**config.mk**
```make
export PLATFORM = sky130hd
export DESIGN_NAME = mem_arb
export DESIGN_NICKNAME = d
export VERILOG_FILES = /design/src/rtl/mem_arb_pkg.sv /design/src/rtl/mem_arb_rr_pick.sv /design/src/rtl/mem_arb.sv
export SDC_FILE = /design/constraint.sdc
export NUM_CORES = 1
export LEC_CHECK = 0
export ABC_CLOCK_PERIOD_IN_PS = 2000
export CORE_MARGIN = 2
export CORE_UTILIZATION = 30
export CTS_CLUSTER_DIAMETER = 50
export DETAILED_ROUTE_END_ITERATION = 7
export PLACE_DENSITY = 0.82
export SETUP_SLACK_MARGIN = 0.05
export SLEW_MARGIN = 20
export SYNTH_ARGS = -nofsm -noshare
export SYNTH_HDL_FRONTEND = slang
export SYNTH_HIERARCHICAL = 1
export SYNTH_SLANG_ARGS = --single-unit
```
**constraint.sdc**
```tcl
create_clock -name clk -period 2 [get_ports clk]
set_input_delay 0.6 -clock clk [delete_from_list [all_inputs] [get_ports clk]]
set_output_delay 0.6 -clock clk [all_outputs]
set_load 0.05 [all_outputs]
```
**src/rtl/mem_arb_pkg.sv**
```systemverilog
// Shared definitions for the two-port memory arbiter: FSM states and port ids.
package mem_arb_pkg;

    typedef enum logic [1:0] {
        IDLE = 2'd0,
        ACC  = 2'd1,
        RESP = 2'd2
    } state_t;

    typedef logic port_id_t;

    localparam port_id_t CPU_ID    = 1'b0;
    localparam port_id_t LOADER_ID = 1'b1;

endpackage

```
**src/rtl/mem_arb_rr_pick.sv**
```systemverilog
// Two-way round-robin selector: a lone requester wins, a tie goes to the
// port that did not own the previous access.
module rr_pick
    import mem_arb_pkg::*;
(
    input  logic [1:0] req,
    input  port_id_t   last,
    output port_id_t   winner
);

    always_comb begin
        winner = CPU_ID;
        if (req == 2'b11) begin
            winner = (last == CPU_ID) ? LOADER_ID : CPU_ID;
        end else if (req[LOADER_ID]) begin
            winner = LOADER_ID;
        end
    end

endmodule

```
**src/rtl/mem_arb.sv**
```systemverilog
// Two-port (CPU / loader) arbiter in front of a single-port synchronous RAM.
// Each access takes IDLE -> ACC -> RESP; gnt marks ACC, ack marks RESP.
module mem_arb
    import mem_arb_pkg::*;
#(
    parameter int AW = 32,
    parameter int DW = 32
) (
    input  logic          clk,
    input  logic          rstn,
    input  logic          c_req,
    input  logic          c_we,
    input  logic [AW-1:0] c_addr,
    input  logic [DW-1:0] c_wdata,
    input  logic          l_req,
    input  logic          l_we,
    input  logic [AW-1:0] l_addr,
    input  logic [DW-1:0] l_wdata,
    output logic          c_gnt,
    output logic          l_gnt,
    output logic          c_ack,
    output logic          l_ack,
    output logic [DW-1:0] rdata,
    output logic          ram_rena,
    output logic          ram_wena,
    output logic [AW-1:0] ram_addr,
    output logic [DW-1:0] ram_din,
    input  logic [DW-1:0] ram_dout
);

    state_t        state, nstate;
    port_id_t      owner_q;
    port_id_t      winner;
    logic          we_q;
    logic [AW-1:0] addr_q;
    logic [DW-1:0] wdata_q;
    logic          accept;

    rr_pick u_pick (
        .req    ({l_req, c_req}),
        .last   (owner_q),
        .winner (winner)
    );

    assign accept = (state == IDLE) && (c_req || l_req);

    always_ff @(posedge clk or negedge rstn) begin
        if (!rstn) begin
            state <= IDLE;
        end else begin
            state <= nstate;
        end
    end

    always_comb begin
        nstate = state;
        case (state)
            IDLE:    if (c_req || l_req) nstate = ACC;
            ACC:     nstate = RESP;
            RESP:    nstate = IDLE;
            default: nstate = IDLE;
        endcase
    end

    // owner_q doubles as the round-robin history; reset to the loader so the
    // CPU wins the first tie.
    always_ff @(posedge clk or negedge rstn) begin
        if (!rstn) begin
            owner_q <= LOADER_ID;
            we_q    <= 1'b0;
            addr_q  <= '0;
            wdata_q <= '0;
        end else if (accept) begin
            owner_q <= winner;
            if (winner == LOADER_ID) begin
                we_q    <= l_we;
                addr_q  <= l_addr;
                wdata_q <= l_wdata;
            end else begin
                we_q    <= c_we;
                addr_q  <= c_addr;
                wdata_q <= c_wdata;
            end
        end
    end

    always_comb begin
        c_gnt    = 1'b0;
        l_gnt    = 1'b0;
        c_ack    = 1'b0;
        l_ack    = 1'b0;
        rdata    = '0;
        ram_rena = 1'b0;
        ram_wena = 1'b0;
        ram_addr = addr_q;
        ram_din  = wdata_q;
        case (state)
            ACC: begin
                c_gnt    = (owner_q == CPU_ID);
                l_gnt    = (owner_q == LOADER_ID);
                ram_wena = we_q;
                ram_rena = !we_q;
            end
            RESP: begin
                c_ack = (owner_q == CPU_ID);
                l_ack = (owner_q == LOADER_ID);
                if (!we_q) rdata = ram_dout;
            end
            default: ;
        endcase
    end

endmodule

```
==> impl_metrics.yaml <==
run_status:
  status: "finished with violations"
  violations: "negative setup slack"
synth:
  synth-adder-area-share_pct: 0
  muxShareOfSynthArea_pct: 43.95
  synth_area_um2: 3766
  yosysTopAreaCell: "dfrtp_1"
  synth.distinct_cells: 14
  synthXorXnorAreaFrac_pct: 0
  synth-seq-area-share_pct: 45.22
  synth_area_leaders: "dfrtp_1, mux2_2, mux2_4, and2_1, buf_6"
  ys_warn_count: 6
  synth.ff_latch_count: 68
  synth_compound_area_share_pct: 0.2990
  synth_top_family_by_area: "multiplexers"
  synth_area_per_cell_um2: 14.37
  syn_inst: 262
  synth_nets: 428
  synthSimpleGateAreaFrac_pct: 6.777
  synth_top_area_share_pct: 44.52
sta:
  period_needed_ns: 2.085
  setup_violations: 33
  fin_worst_skew_ns: 0.007065
  worstMarginPinSlew_ns: 0.3664
  post-route-period-util_pct: 104.2
  hold_viol: 0
  slew_viol_final: 0
  maxSlewHeadroom_pct: 75.57
  tns_ns: -2.186
  fmax_mhz: 479.6
  rsz0062_at_grt: "true"
  finalWorstSetupSlack_ns: -0.08488
critical_path:
  path_class: "reg2out"
  critPathRequiredTime_ns: 1.40
  start_kind: "flop"
  cp.arrival_ns: 1.48
  crit_path_end_kind: "output pin"
  cp_max_fo: 16
global_route:
  antenna_found_initial: 0
  grt_pass1_vias: 3463
  overflow: 0
  grt_use_met1_pct: 19.17
  grt_pass1_wl_um: 18020
  grt-busiest-layer: "met2"
  grt_usage_pct: 17.60
  grt_max_degree: 69
  use_met3_pct: 3.609
  use_met2_pct: 33.65
floorplan:
  core-area_um2: 12110
  ios: 268
  die_x_um: 116.0
  die-area_um2: 13470
  start_util_pct: 31.10
  num_rows: 40
  fp.dieH_um: 116.0
layout:
  final_cell_mix: "clkdlybuf4s50_1, mux2_2, buf_4"
  final_util_pct: 61.89
  final_cells: 714
  fillCellCount: 946
  drive_gt1_share_pct: 56.41
  final_common_cell: "clkdlybuf4s50_1"
  finalNetCount: 709
  syn2layout_area_growth_pct: 99.04
  diodes: 0
clock_network:
  tritoncts: "done"
  cts_buffers: 9
  cts-root-buf: "clkbuf_16"
  path_clk_slew_ns: 0.06
  clk_latency_ns: 0.32
  clockBufferDepth: 2
  clock_sinks: 68
  ctsHtreeMaxLevel: 3
power_and_ir_drop:
  ir_drop_uv: 719.5
  leakagePower_nw: 3.273
  power_w: 0.01169
  power_density_nw_per_um2: 1560
detailed_routing:
  vias: 3182
  via_per_inst: 4.457
  routed_wl_um: 12400
  drt_pass1_iterations: 3
  drt.antenna.violating_nets: 0
  drc: 0
  drt_first_iter_violations: 79
  drt-wirelength-per-cell_um: 17.36
hold_path:
  hp-class: "in2async"
place:
  gp_congestion: 0.7444
  placed_cells: 689
  dp_hpwl_um: 9278
  post-place-ws_ns: -0.4147
  numPortBuffers: 267
flow_run:
  cap_violations: 0
-- repair_timing --
item | 4_1_cts | 5_1_grt
cloned | 4 | 0
pin swaps | 2 | 0
setup buffers | 4 | 3
setup endpoints to repair | 100 | 36
hold buffers | 0 | 0
hold endpoints to repair | 0 | 0
gates resized for setup | 29 | 21
-- cells by family after synthesis --
logic type,Yosys count
muxes,131
DFF,68
and+or+nand+nor,43
buffers and inverters,19
AOI/OAI and AO/OA,1
-- final timing paths --
kind                                         start                        to  slack [ns]  cells past startpoint
setup / recovery              state[0]$_DFFE_PN0P_                 rdata[15]       -0.08                      5
hold / removal                                rstn   ram_din[24]$_DFFE_PN0P_        0.30                      2
setup reg to reg               owner_q$_DFFE_PN1P_  ram_addr[11]$_DFFE_PN0P_        0.15                      6
hold reg to reg            ram_din[24]$_DFFE_PN0P_   ram_din[24]$_DFFE_PN0P_        0.50                      1
max in group asynchronous                     rstn       owner_q$_DFFE_PN1P_        1.35                      2
min in group clk           ram_din[24]$_DFFE_PN0P_   ram_din[24]$_DFFE_PN0P_        0.50                      1
-- routing by layer --
metal	routed length, µm	up-vias
li1	-	1478
met1	4567	1542
met2	6817	141
met3	741	21
met4	268	0
met5	0	-
-- critical path: stages (launching register included) --
cell,delay (ns)
dfrtp_1,0.38
nand2b_4,0.16
nor2_4,0.14
clkbuf_16,0.19
and2_4,0.16
buf_12,0.13
-- synthesized netlist by cell type --
master and instances:
buf_4 1, clkbuf_1 3, inv_1 2, nor3_2 1, buf_6 8, mux2_4 48, dfrtp_1 67, dfstp_2 1
and2_1 33, nor2_1 7, buf_2 5, mux2_2 83, a21boi_2 1, nand2b_1 2
-- where the power goes --
| part | switching, W | internal [W] | leakage [nW] |
|---|---|---|---|
| Clock | 0.000539 | 0.00102 | 0.145 |
| Combinational | 0.00433 | 0.00329 | 2.34 |
| Sequential | 0.000416 | 0.00211 | 0.792 |
-- final cells by class --
type,count,area (µm²),area share (%)
Inverter,2,7.507,0.1002
Multi-Input combinational cell,175,2053,27.39
Tap cell,168,210.2,2.804
Timing Repair Buffer,287,3229,43.08
Sequential cell,68,1704,22.73
Clock buffer,12,256.5,3.422
Clock inverter,2,35.03,0.4674
-- registers in the layout, indices dropped and copies added (netlist names) --
name / count
ram_addr: 32
state: 2
owner_q: 1
we_q: 1
ram_din: 32
-- through the flow --
stage               cell area (µm²)  hold WS (ns)
floorplan                      3804        0.3044
global placement               6924        0.4920
detailed placement             6924        0.4962
CTS                            7437        0.3150
global route                   7496        0.3249
finish                         7496        0.2966
Note: power is estimated with default switching activity, not from simulation.
